`src/rtl/wb_uart_tx_pkg.sv`:
```
// Shared types and status-word layout for the Wishbone UART transmitter.
package uart_pkg;

  typedef enum logic [2:0] {
    IDLE,
    START,
    DATA,
    PARITY,
    STOP
  } tx_state_t;

  // Bit positions inside the status word returned on a read.
  localparam int unsigned ST_FULL      = 0;
  localparam int unsigned ST_EMPTY     = 1;
  localparam int unsigned ST_BUSY      = 2;
  localparam int unsigned ST_PARITY    = 3;
  localparam int unsigned ST_LEVEL_LSB = 8;

endpackage

```
`src/rtl/wb_uart_tx_fifo.sv`:
```
// Synchronous FIFO with occupancy count; shared between the TX path and a future RX path.
// Push is ignored when full and pop is ignored when empty.
module sync_fifo #(
  parameter int unsigned WIDTH = 8,
  parameter int unsigned DEPTH = 16,
  localparam int unsigned AW = $clog2(DEPTH),
  localparam int unsigned LW = AW + 1
) (
  input  logic             clk_i,
  input  logic             rst_ni,
  input  logic             push_i,
  input  logic             pop_i,
  input  logic [WIDTH-1:0] wdata_i,
  output logic [WIDTH-1:0] rdata_o,
  output logic             full_o,
  output logic             empty_o,
  output logic [LW-1:0]    level_o
);

  logic [WIDTH-1:0] mem_q [DEPTH];
  logic [AW-1:0]    wr_ptr_q, wr_ptr_d;
  logic [AW-1:0]    rd_ptr_q, rd_ptr_d;
  logic [LW-1:0]    level_q, level_d;
  logic             push_ok, pop_ok;

  assign full_o  = (level_q == LW'(DEPTH));
  assign empty_o = (level_q == '0);
  assign level_o = level_q;
  assign rdata_o = mem_q[rd_ptr_q];
  assign push_ok = push_i & ~full_o;
  assign pop_ok  = pop_i & ~empty_o;

  // Pointer and level update; pointers wrap naturally because DEPTH is a power of two.
  always_comb begin
    wr_ptr_d = wr_ptr_q;
    rd_ptr_d = rd_ptr_q;
    level_d  = level_q;
    if (push_ok) wr_ptr_d = wr_ptr_q + AW'(1);
    if (pop_ok)  rd_ptr_d = rd_ptr_q + AW'(1);
    case ({push_ok, pop_ok})
      2'b10:   level_d = level_q + LW'(1);
      2'b01:   level_d = level_q - LW'(1);
      default: level_d = level_q;
    endcase
  end

  // Control state register.
  always_ff @(posedge clk_i or negedge rst_ni) begin
    if (!rst_ni) begin
      wr_ptr_q <= '0;
      rd_ptr_q <= '0;
      level_q  <= '0;
    end else begin
      wr_ptr_q <= wr_ptr_d;
      rd_ptr_q <= rd_ptr_d;
      level_q  <= level_d;
    end
  end

  // Storage array; contents need no reset since level gates every read.
  always_ff @(posedge clk_i) begin
    if (push_ok) mem_q[wr_ptr_q] <= wdata_i;
  end

endmodule

```
`src/rtl/wb_uart_tx.sv`:
```
// Wishbone B4 classic slave feeding a TX FIFO and an 8N1 UART serializer.
// Optional feature: define UART_TX_PARITY_EN to append an even-parity bit to each frame.
module wb_uart_tx
  import uart_pkg::*;
#(
  parameter int unsigned CLKS_PER_BIT = 434,
  parameter int unsigned FIFO_DEPTH   = 16
) (
  input  logic        clk_i,
  input  logic        rst_ni,
  input  logic [31:0] wb_adr_i,
  input  logic [31:0] wb_dat_i,
  input  logic        wb_we_i,
  input  logic        wb_cyc_i,
  input  logic        wb_stb_i,
  output logic [31:0] wb_dat_o,
  output logic        wb_ack_o,
  output logic        tx_o
);

  localparam int unsigned LvlW = $clog2(FIFO_DEPTH) + 1;
  localparam int unsigned CntW = $clog2(CLKS_PER_BIT);

  logic            fifo_full, fifo_empty, fifo_push, fifo_pop;
  logic [LvlW-1:0] fifo_level;
  logic [7:0]      fifo_rdata;

  logic            ack_q, ack_d;
  logic [31:0]     dat_q, dat_d;
  logic [31:0]     status;
  logic            req, rd_req;

  tx_state_t       state_q, state_d;
  logic [CntW-1:0] cnt_q, cnt_d;
  logic [2:0]      bit_q, bit_d;
  logic [7:0]      shift_q, shift_d;
  logic            tx_q, tx_d;
  logic            cnt_last;

  // Only one register lives here, so address and upper data bits carry no meaning.
  logic unused_bus;
  assign unused_bus = ^{wb_adr_i, wb_dat_i[31:8]};

  sync_fifo #(
    .WIDTH(8),
    .DEPTH(FIFO_DEPTH)
  ) u_fifo (
    .clk_i  (clk_i),
    .rst_ni (rst_ni),
    .push_i (fifo_push),
    .pop_i  (fifo_pop),
    .wdata_i(wb_dat_i[7:0]),
    .rdata_o(fifo_rdata),
    .full_o (fifo_full),
    .empty_o(fifo_empty),
    .level_o(fifo_level)
  );

  // Status word snapshot taken in the request cycle.
  always_comb begin
    status                        = '0;
    status[ST_FULL]               = fifo_full;
    status[ST_EMPTY]              = fifo_empty;
    status[ST_BUSY]               = (state_q != IDLE);
    status[ST_LEVEL_LSB +: 8]     = 8'(fifo_level);
`ifdef UART_TX_PARITY_EN
    status[ST_PARITY]             = 1'b1;
`endif
  end

  // Bus decode: ACK masks the request so each access gets exactly one pulse.
  // A full FIFO stalls writes; registered full means space freed by a pop is seen a cycle later.
  always_comb begin
    req       = wb_cyc_i & wb_stb_i & ~ack_q;
    rd_req    = req & ~wb_we_i;
    fifo_push = req & wb_we_i & ~fifo_full;
    ack_d     = fifo_push | rd_req;
    dat_d     = rd_req ? status : '0;
  end

  // Bus response registers.
  always_ff @(posedge clk_i or negedge rst_ni) begin
    if (!rst_ni) begin
      ack_q <= 1'b0;
      dat_q <= '0;
    end else begin
      ack_q <= ack_d;
      dat_q <= dat_d;
    end
  end

  assign wb_ack_o = ack_q;
  assign wb_dat_o = dat_q;

  assign cnt_last = (cnt_q == CntW'(CLKS_PER_BIT - 1));

  // Serializer next state; tx_d follows the next state so tx_q lines up with state_q.
  always_comb begin
    state_d  = state_q;
    cnt_d    = cnt_last ? '0 : cnt_q + CntW'(1);
    bit_d    = bit_q;
    shift_d  = shift_q;
    fifo_pop = 1'b0;
    case (state_q)
      IDLE: begin
        cnt_d = '0;
        if (!fifo_empty) begin
          fifo_pop = 1'b1;
          shift_d  = fifo_rdata;
          state_d  = START;
        end
      end
      START: begin
        if (cnt_last) begin
          state_d = DATA;
          bit_d   = 3'd0;
        end
      end
      DATA: begin
        if (cnt_last) begin
          if (bit_q == 3'd7) begin
`ifdef UART_TX_PARITY_EN
            state_d = PARITY;
`else
            state_d = STOP;
`endif
          end else begin
            bit_d = bit_q + 3'd1;
          end
        end
      end
      PARITY: begin
        if (cnt_last) state_d = STOP;
      end
      STOP: begin
        if (cnt_last) state_d = IDLE;
      end
      default: state_d = IDLE;
    endcase

    case (state_d)
      START:   tx_d = 1'b0;
      DATA:    tx_d = shift_d[bit_d];
      PARITY:  tx_d = ^shift_d;
      default: tx_d = 1'b1;
    endcase
  end

  // Serializer state; reset aborts any frame in flight and drives the line idle.
  always_ff @(posedge clk_i or negedge rst_ni) begin
    if (!rst_ni) begin
      state_q <= IDLE;
      cnt_q   <= '0;
      bit_q   <= '0;
      shift_q <= '0;
      tx_q    <= 1'b1;
    end else begin
      state_q <= state_d;
      cnt_q   <= cnt_d;
      bit_q   <= bit_d;
      shift_q <= shift_d;
      tx_q    <= tx_d;
    end
  end

  assign tx_o = tx_q;

endmodule

```
`config.mk`:
```
export PLATFORM = sky130hd
export DESIGN_NAME = wb_uart_tx
export DESIGN_NICKNAME = d
export VERILOG_FILES = /design/src/rtl/wb_uart_tx_pkg.sv /design/src/rtl/wb_uart_tx_fifo.sv /design/src/rtl/wb_uart_tx.sv
export SDC_FILE = /design/constraint.sdc
export NUM_CORES = 1
export LEC_CHECK = 0
export CAP_MARGIN = 20
export CORE_MARGIN = 5
export CORE_UTILIZATION = 50
export CTS_CLUSTER_DIAMETER = 80
export DETAILED_ROUTE_END_ITERATION = 10
export HOLD_SLACK_MARGIN = 0.03
export PLACE_DENSITY = 0.72
export SYNTH_ARGS = -nofsm -noshare
export SYNTH_HDL_FRONTEND = slang
export SYNTH_SLANG_ARGS = --single-unit
```
`constraint.sdc`:
```
create_clock -name clk_i -period 4.9 [get_ports clk_i]
set_input_delay 1.225 -clock clk_i [delete_from_list [all_inputs] [get_ports clk_i]]
set_output_delay 1.225 -clock clk_i [all_outputs]
set_load 0.01 [all_outputs]
```
# After elaboration in Yosys (flattened, before gate mapping)
# Memory sizes are Yosys's and may differ from the RTL's.
# Cells that the tools add are included.
totals:
  inputBits: 69
  latch_bits: 0
  elab_cells: 71
  romBits: 0
  ram_bits: 128
  out_inout_bits: 34
  register_bits: 51
  n_memories: 1
classes:
  bitwise: 12
  n_reduce_logical: 5
  multipliers: 0
  addsub: 6
  n_eq_ne: 12
  n_shift: 0
  n_div: 0
  n_mux: 24
  order_cmp: 1
memory_table:
  columns: ["name", "depth", "width", "read_ports", "rd_clocked_by_memory_dff", "write_ports", "line_no", "source"]
  rows:
  - ["u_fifo.mem_q", 16, 8, 1, 0, 1, "wb_uart_tx_fifo.sv:20", "logic [WIDTH-1:0] mem_q [DEPTH];"]
ops:
  columns: ["cell", "n"]
  rows:
  - ["$mux 3", 9]
  - ["$mux 9", 2]
  - ["$mux 8", 2]
  - ["$pmux 3 s5", 1]
  - ["$mux 13", 1]
  - ["$eq 3x2->1 const B", 4]
  - ["$pmux 5 s2", 1]
  - ["$add 9x1->9 const B", 1]
  - ["$eq 9x9->1 const B", 1]
  - ["$add 4x1->4 const B", 2]
  - ["$reduce_xor 8->1", 1]
  - ["$and 1x1->1", 7]
  - ["$eq 3x1->1 const B", 2]
  - ["$eq 3x3->1 const B", 2]
  - ["$pmux 3 s2", 1]
  - ["$add 5x1->5 const B", 1]
  - ["$eq 5x5->1 const B", 1]
  - ["$logic_not 5->1", 1]
  - ["$mux 1", 5]
  - ["$sub 5x1->5 const B", 1]
  - ["$lt 3x4->1 const B", 1]
  - ["$not 1->1", 4]
  - ["$add 3x1->3 const B", 1]
  - ["$bmux 1 s3", 1]
  - ["7 further kinds", 7]

# Longest topological paths before layout
# Gate-level depths: netlist (run 1).
depth:
  word_depth: 7
  depth_mapped: 14
  mapped_depth_nobuf: 13

# Hierarchy
# From an unflattened synthesis (run 1), not the netlist that was laid out.
hier_totals:
  hier_cells: 509
  area_unflattened_um2: 7642.3
modules_own_cells:
  columns: ["mod", "area_each_um2", "cells_per_inst", "instances", "seq_area_each_um2"]
  rows:
  - ["sync_fifo", 5779.3, 332, 1, 4169.0]
  - ["wb_uart_tx", 1863.0, 177, 1, 827.0]

# Worst setup path after synthesis (run 1)
# No wires, ideal clock.
synth_timing:
  path_kind: "input -> register"
  start: "input wb_cyc_i"
  end: "register u_fifo.level_q[4], in the netlist u_fifo.level_o[4]"
  t_arrival_ns: 3.069
  stages: 14
  setup_ns: 0.127
  t_required_ns: 4.773
  n_path_buf: 1
  setup_slack_ns: 1.704
  cell_sequence: "nand2_1 nor2_1 and3_1 clkbuf_1 inv_1 ha_1 inv_1 fa_1 inv_1 a21o_1 a21oi_1 xnor2_1 nor2_1 xor2_1"
synth_between:
  elab_chain_cells: 7
  word_cells_on_any_way: 9
  cone_classes: "eq/ne (2); mux (1); bitwise (5); reduce/logical (1)"
synth_rtl:
  columns: ["element", "line_no", "source"]
  rows:
  - ["start, declared", "wb_uart_tx.sv:14", "input logic wb_cyc_i,"]
  - ["$and 1x1->1 * (2 in a row)", "wb_uart_tx.sv:74", "req = wb_cyc_i & wb_stb_i & ~ack_q;"]
  - ["$and 1x1->1 * (2 in a row)", "wb_uart_tx.sv:76", "fifo_push = req & wb_we_i & ~fifo_full;"]
  - ["$and 1x1->1 *", "wb_uart_tx_fifo.sv:30", "assign push_ok = push_i & ~full_o;"]
  - ["$eq 2x1->1 / $eq 2x2->1 (equally long branches)", "wb_uart_tx_fifo.sv:40", "case ({push_ok, pop_ok})"]
  - ["$pmux 5 s2 / $reduce_bool 2->1 (equally long branches)", null, null]
  - ["end signal, assigned", "wb_uart_tx_fifo.sv:56", "level_q <= level_d;"]
  - ["end, declared", "wb_uart_tx_fifo.sv:23", "logic [LW-1:0] level_q, level_d;"]
# Mark *: on every way between the ends. The rest lies on a longest branch, timed or not.
# A chain may end at the register's enable or synchronous reset.

# Worst setup path in the final report (run 1)
layout_timing:
  start: "input wb_stb_i"
  end: "register u_fifo.level_q[4], in the netlist u_fifo.level_o[4]"
layout_between:
  elab_chain_cells: 7
  word_cells_on_any_way: 9
  cone_classes: "eq/ne (2); mux (1); bitwise (5); reduce/logical (1)"
layout_rtl:
  columns: ["element", "line_no", "source"]
  rows:
  - ["start, declared", "wb_uart_tx.sv:15", "input logic wb_stb_i,"]
  - ["$and 1x1->1 * (2 in a row)", "wb_uart_tx.sv:74", null]
  - ["$and 1x1->1 * (2 in a row)", "wb_uart_tx.sv:76", null]
  - ["$and 1x1->1 *", "wb_uart_tx_fifo.sv:30", null]
  - ["$eq 2x1->1 / $eq 2x2->1 (equally long branches)", "wb_uart_tx_fifo.sv:40", null]
  - ["$pmux 5 s2 / $reduce_bool 2->1 (equally long branches)", null, null]
# Marks and branches as above.

==> flow_summary.yaml, run 1 <==
worst_setup_path:
  crit_path_end: "u_fifo.level_o[4]"
  worstSetupStartpointType: "primary input"
  r2r_end: "u_fifo.level_o[4]"
  cp_data_required_time_ps: 5200
  worst-setup-path-type: "primary input to register"
  worstRegToRegCells: 12
  end_kind: "register"
  path_max_fanout: 8
  crit_arrival_ps: 3720
  rrSetupSlack_ps: 1550
  critPathLaunch: "wb_stb_i"
  timing.rr.start: "u_fifo.level_o[0]"
sta:
  setup_viol: 0
  finalCritPeriodShare: 0.698
  slew_headroom: 0.407
  rsz0062_at_grt: "false"
  worst_pin_slew_ps: 890
  slew_violations: 0
  fin_hold_ws_ps: 496
  fmax_ghz: 0.292
  finClkSkew_ps: 10.8
  fin_setup_tns_ps: 0
  finalWorstSetupSlack_ps: 1480
  hold_viol_final: 0
  period_minus_slack_ps: 3420
place:
  dp_hpwl_mm: 8.91
  dp_cells: 656
  dpl_cell_area_sq_um: 7750
  dp_slack_ps: 1060
  place_congestion: 0.807
  io_buffers: 22
power_and_ir_drop:
  leakagePower_nw: 2.99
  ir_drop_uv: 300
  power_density_nw_per_um2: 546
  p_total_mw: 4.56
final_layout:
  layout.nets: 574
  finalCoreUtilization: 0.571
  antenna_cells: 0
  stdcell_area_sq_um: 8360
  fin_cells: 689
  syn2layout_area_growth_pct: 11.3
  post_route_cells_drive_above_1_share: 0.154
  final_common_cell: "edfxtp_1"
  final_cell_mix: "edfxtp_1 (128), dfrtp_1 (43), mux4_2 (30), nor2_1 (27)"
die:
  core.rowCount: 44
  die_x_um: 133
  io-pin-count: 103
  start_util: 0.513
  die_area_sq_um: 17600
  die_h_um: 133
  coreArea_sq_um: 14600
clocking:
  clock_sinks: 174
  clk_latency_ps: 420
  cts_resized: 0
  ctsRootBufferMaster: "clkbuf_16"
  cts_tree: "yes"
  cts-hold-fix-buffers: 0
  cts_setup_buffers: 0
  cts_max_level: 4
  clockBufferDepth: 2
  clkTransAtPathRegs_ps: 60
  cts_made_buffers: 17
synthesis:
  synthDistinctLibCells: 58
  synth.cell_area_sq_um: 7510
  ys_seq_elements: 174
  postSynthAreaPerCell_sq_um: 16.0
  synth_top_area_cell: "edfxtp_1"
  syn_inst: 469
  synth_edf_count: 128
  synthArstFlopShare: 0.264
  ys.flop_type: "edfxtp_1"
  ys.warnings.count: 0
  yosysTopAreaCellShare: 0.512
  synth_seq_area_share: 0.665
  synthTopCellsByArea: "edfxtp_1 (51%), dfrtp_1 (15%), mux4_2 (9.0%)"
hold_path:
  min-delay-start: "cnt_q[0]"
  hp-class: "register to register"
global_routing:
  grt_overflow: 0
  grt_pass1_vias: 3990
  antenna_found_initial: 0
  grt.total_usage: 0.167
  grt_max_degree: 47
  grt_pass1_wl_mm: 22.4
drt:
  drt-initial-drc-count: 280
  vias_per_cell: 5.60
  firstDrtPassIters: 6
  vias: 3860
  drc: 0
  wl_mm: 13.8
  ant_nets: 0
  wl_per_cell_um: 20.0
flow_run:
  cap_violations: 0
run_status:
  status: "finished, final reports clean"
==> metal layers <==
metal  routed length [um]  up-vias  global-route usage
met4                  174        0              0.0583
met3                  752       15              0.0452
met5                    0        -                   0
li1                     -     1768                   -
met2                 6800      108               0.266
met1                 6080     1969               0.223
==> final cells by class <==
cell class / instances / area, sq um
clock inverters: 14 / 161
well taps: 184 / 230
clock buffers: 18 / 429
flip-flops and latches: 174 / 5000
multi-input cells: 260 / 2240
fillers: 1079 / 6280
repair buffers: 24 / 243
inverters: 15 / 56.3
==> worst max-delay path: stages <==
cell and delay [ps]:
clkdlybuf4s50_1 450, nand2_1 120, nor2_1 100, and3_1 320
inv_1 160, ha_1 260, inv_1 120, fa_1 210
inv_1 50, a21o_1 160, a21oi_1 170, xnor2_1 130
nor2_1 80, xor2_1 140
==> cells by family after synthesis <==
logic type,share of synthesized area
DFF,0.665
and+or+nand+nor,0.0784
buffers and inverters,0.0480
AOI/OAI and AO/OA,0.0485
muxes,0.109
xor gates and xnor gates,0.0280
adders and majority gates,0.0226
other,0.000499
==> synthesized netlist by cell type (2+ instances only) <==
cell      number
a211oi_1       5
a21o_1         3
a21oi_1        6
a221oi_4       2
and2_1        19
and3_1         5
buf_2          6
buf_4         30
clkbuf_1       4
dfrtp_1       45
edfxtp_1     128
ha_1          12
inv_1         14
mux2i_1        8
mux4_1         2
mux4_2        30
nand2_1       24
nand2b_1       6
nand3_1        8
nand4_1        3
nor2_1        27
nor2b_1        3
nor3_1         2
nor4_1         4
o21ai_0        9
o221ai_1       2
o22ai_1        9
xnor2_1       17
xor2_1         7
==> worst min-delay path by stage <==
stage	slack, ps	cells past startpoint	endpoint
2_1_floorplan	450	1	cnt_q[0]
3_3_place_gp	470	1	cnt_q[0]
3_5_place_dp	490	1	cnt_q[0]
4_1_cts	500	1	cnt_q[0]
5_1_grt	530	1	cnt_q[0]
6_report	500	1	cnt_q[0]
==> state kept, by name, summed over array words and instances, names as in the netlist <==
register / count
tx_o: 1
cnt_q: 9
u_fifo.wr_ptr_q: 4
u_fifo.rd_ptr_q: 4
state_q: 3
bit_q: 3
wb_dat_o: 8
u_fifo.mem_q: 128
u_fifo.level_o: 5
shift_q: 8
wb_ack_o: 1
==> report_power, final <==
part / internal, mW / switching (mW)
combinational: 0.633 / 0.623
clock: 0.761 / 0.580
sequential: 1.73 / 0.235
total: 3.12 / 1.44
Note: power is estimated with default switching activity, not from simulation.
==> inputs of run 2 (changes only) <==
--- a/config.mk
+++ b/config.mk
@@ -7,11 +7,11 @@
 export LEC_CHECK = 0
 export CAP_MARGIN = 20
 export CORE_MARGIN = 5
-export CORE_UTILIZATION = 50
+export CORE_UTILIZATION = 49
 export CTS_CLUSTER_DIAMETER = 80
 export DETAILED_ROUTE_END_ITERATION = 10
 export HOLD_SLACK_MARGIN = 0.03
-export PLACE_DENSITY = 0.72
+export PLACE_DENSITY = 0.73
 export SYNTH_ARGS = -nofsm -noshare
 export SYNTH_HDL_FRONTEND = slang
 export SYNTH_SLANG_ARGS = --single-unit
==> constraint.sdc (replaced) <==
create_clock -name clk_i -period 3.1 [get_ports clk_i]
set_input_delay 0.775 -clock clk_i [delete_from_list [all_inputs] [get_ports clk_i]]
set_output_delay 0.775 -clock clk_i [all_outputs]
set_load 0.01 [all_outputs]
==> flow_summary.yaml, run 2 (same netlist as run 1, synthesis figures left out) <==
run_status:
  status: "finished, final reports clean"
drt:
  wl_mm: 13.8
  drc: 0
  firstDrtPassIters: 4
  ant_nets: 0
  vias: 3899
  drt-initial-drc-count: 296
  wl_per_cell_um: 19.3
  vias_per_cell: 5.46
final_layout:
  top_regs: "u_fifo.mem_q x128, cnt_q x9"
  finalCoreUtilization: 0.568
  post_route_cells_drive_above_1_share: 0.186
  final_common_cell: "edfxtp_1"
  final_cell_mix: "edfxtp_1 (128), dfrtp_1 (44), mux4_2 (30), nor2_1 (27)"
  syn2layout_area_growth_pct: 14.5
  nFillCells: 1100
  antenna_cells: 0
  layout.nets: 598
  largest_reg_flops: 128
  top_register: "u_fifo.mem_q"
power_and_ir_drop:
  power_density_nw_per_um2: 851
  leakagePower_nw: 3.13
  ir_drop_uv: 507
clocking:
  cts-hold-fix-buffers: 0
  cts_made_buffers: 17
  clock_sinks: 174
  cts_tree: "yes"
  cts_setup_buffers: 0
  ctsRootBufferMaster: "clkbuf_16"
  cts_max_level: 4
  cts_resized: 0
  clk_latency_ps: 420
  clockBufferDepth: 2
  clkTransAtPathRegs_ps: 60
global_routing:
  grt.total_usage: 0.164
  grt_overflow: 0
  grt_max_degree: 35
  antenna_found_initial: 0
  grt_pass1_wl_mm: 22.0
  grt_pass1_vias: 4000
worst_setup_path:
  path_max_fanout: 7
  worst-setup-path-type: "register to register"
  timing.rr.start: "bit_q[0]"
  cp_data_required_time_ps: 3440
  worstSetupStartpointType: "register"
  rrSetupSlack_ps: 290
  worstRegToRegCells: 9
  r2r_end: "tx_o"
  end_kind: "register"
  crit_arrival_ps: 3160
place:
  place_congestion: 0.789
  dp_hpwl_mm: 9.27
  io_buffers: 22
sta:
  finalCritPeriodShare: 0.907
  setup_viol: 0
  slew_headroom: 0.541
  fmax_ghz: 0.356
  fin_setup_tns_ps: 0
  rsz0062_at_grt: "false"
  period_minus_slack_ps: 2810
  slew_violations: 0
  hold_viol_final: 0
  worst_pin_slew_ps: 671
  finClkSkew_ps: 7.48
die:
  core.rowCount: 45
  die_h_um: 134
  die_x_um: 134
  start_util: 0.496
  die_area_sq_um: 17900
  io-pin-count: 103
  coreArea_sq_um: 15100
flow_run:
  cap_violations: 0
hold_path:
  hp-class: "primary input to asynchronous set/reset pin"
run 2: metal layers:
metal	vias up	wire length, um	GRT usage
met4	0	218	0.0560
met3	18	707	0.0458
met5	-	0	0
met2	100	7030	0.265
li1	1813	-	-
met1	1968	5810	0.215
run 2: worst max path at each step:
| stage | start | endpoint | slack [ps] |
|---|---|---|---|
| CTS | bit_q[0] | tx_o | 360 |
| global placement | wb_cyc_i | u_fifo.level_o[4] | 60 |
| detailed placement | wb_stb_i | u_fifo.mem_q[9][1] | 40 |
| finish | bit_q[0] | tx_o | 290 |
| floorplan | wb_cyc_i | u_fifo.level_o[4] | 350 |
| global route | u_fifo.level_o[1] | u_fifo.level_o[4] | 80 |
run 2: power by group:
part           internal [mW]  switching [mW]
Clock                   1.25           0.834
Combinational           1.12            1.14
Sequential              2.74           0.233
run 2: critical path, stage by stage, from the launching register on:
cell and delay [ps]:
dfrtp_1 390, ha_1 230, a21o_1 190, a2111oi_0 650
o221ai_1 430, a211oi_1 330, a2111o_1 170, o2111ai_2 100
o21ai_0 160, o22ai_1 80
run 2: final cells by class:
| class | instances | area, sq um | share of cell area |
|---|---|---|---|
| clock buffers | 18 | 429 | 0.0499 |
| clock inverters | 11 | 143 | 0.0166 |
| inverters | 15 | 56.3 | 0.00655 |
| multi-input cells | 260 | 2240 | 0.261 |
| flip-flops and latches | 174 | 5000 | 0.581 |
| well taps | 188 | 235 | 0.0273 |
| repair buffers | 48 | 498 | 0.0579 |
run 2: stage by stage:
step | cell area, sq um | total power [mW] | hold WS, ps | std cells | worst slack, ps
floorplan | 7600 | 4.72 | 453 | 492 | 354
global placement | 8030 | 5.23 | 467 | 685 | 64.1
detailed placement | 8030 | 5.29 | 489 | 685 | 38.6
CTS | 8600 | 7.38 | 312 | 714 | 361
global route | 8600 | 7.69 | 358 | 714 | 83.1
finish | 8600 | 7.32 | 316 | 714 | 288
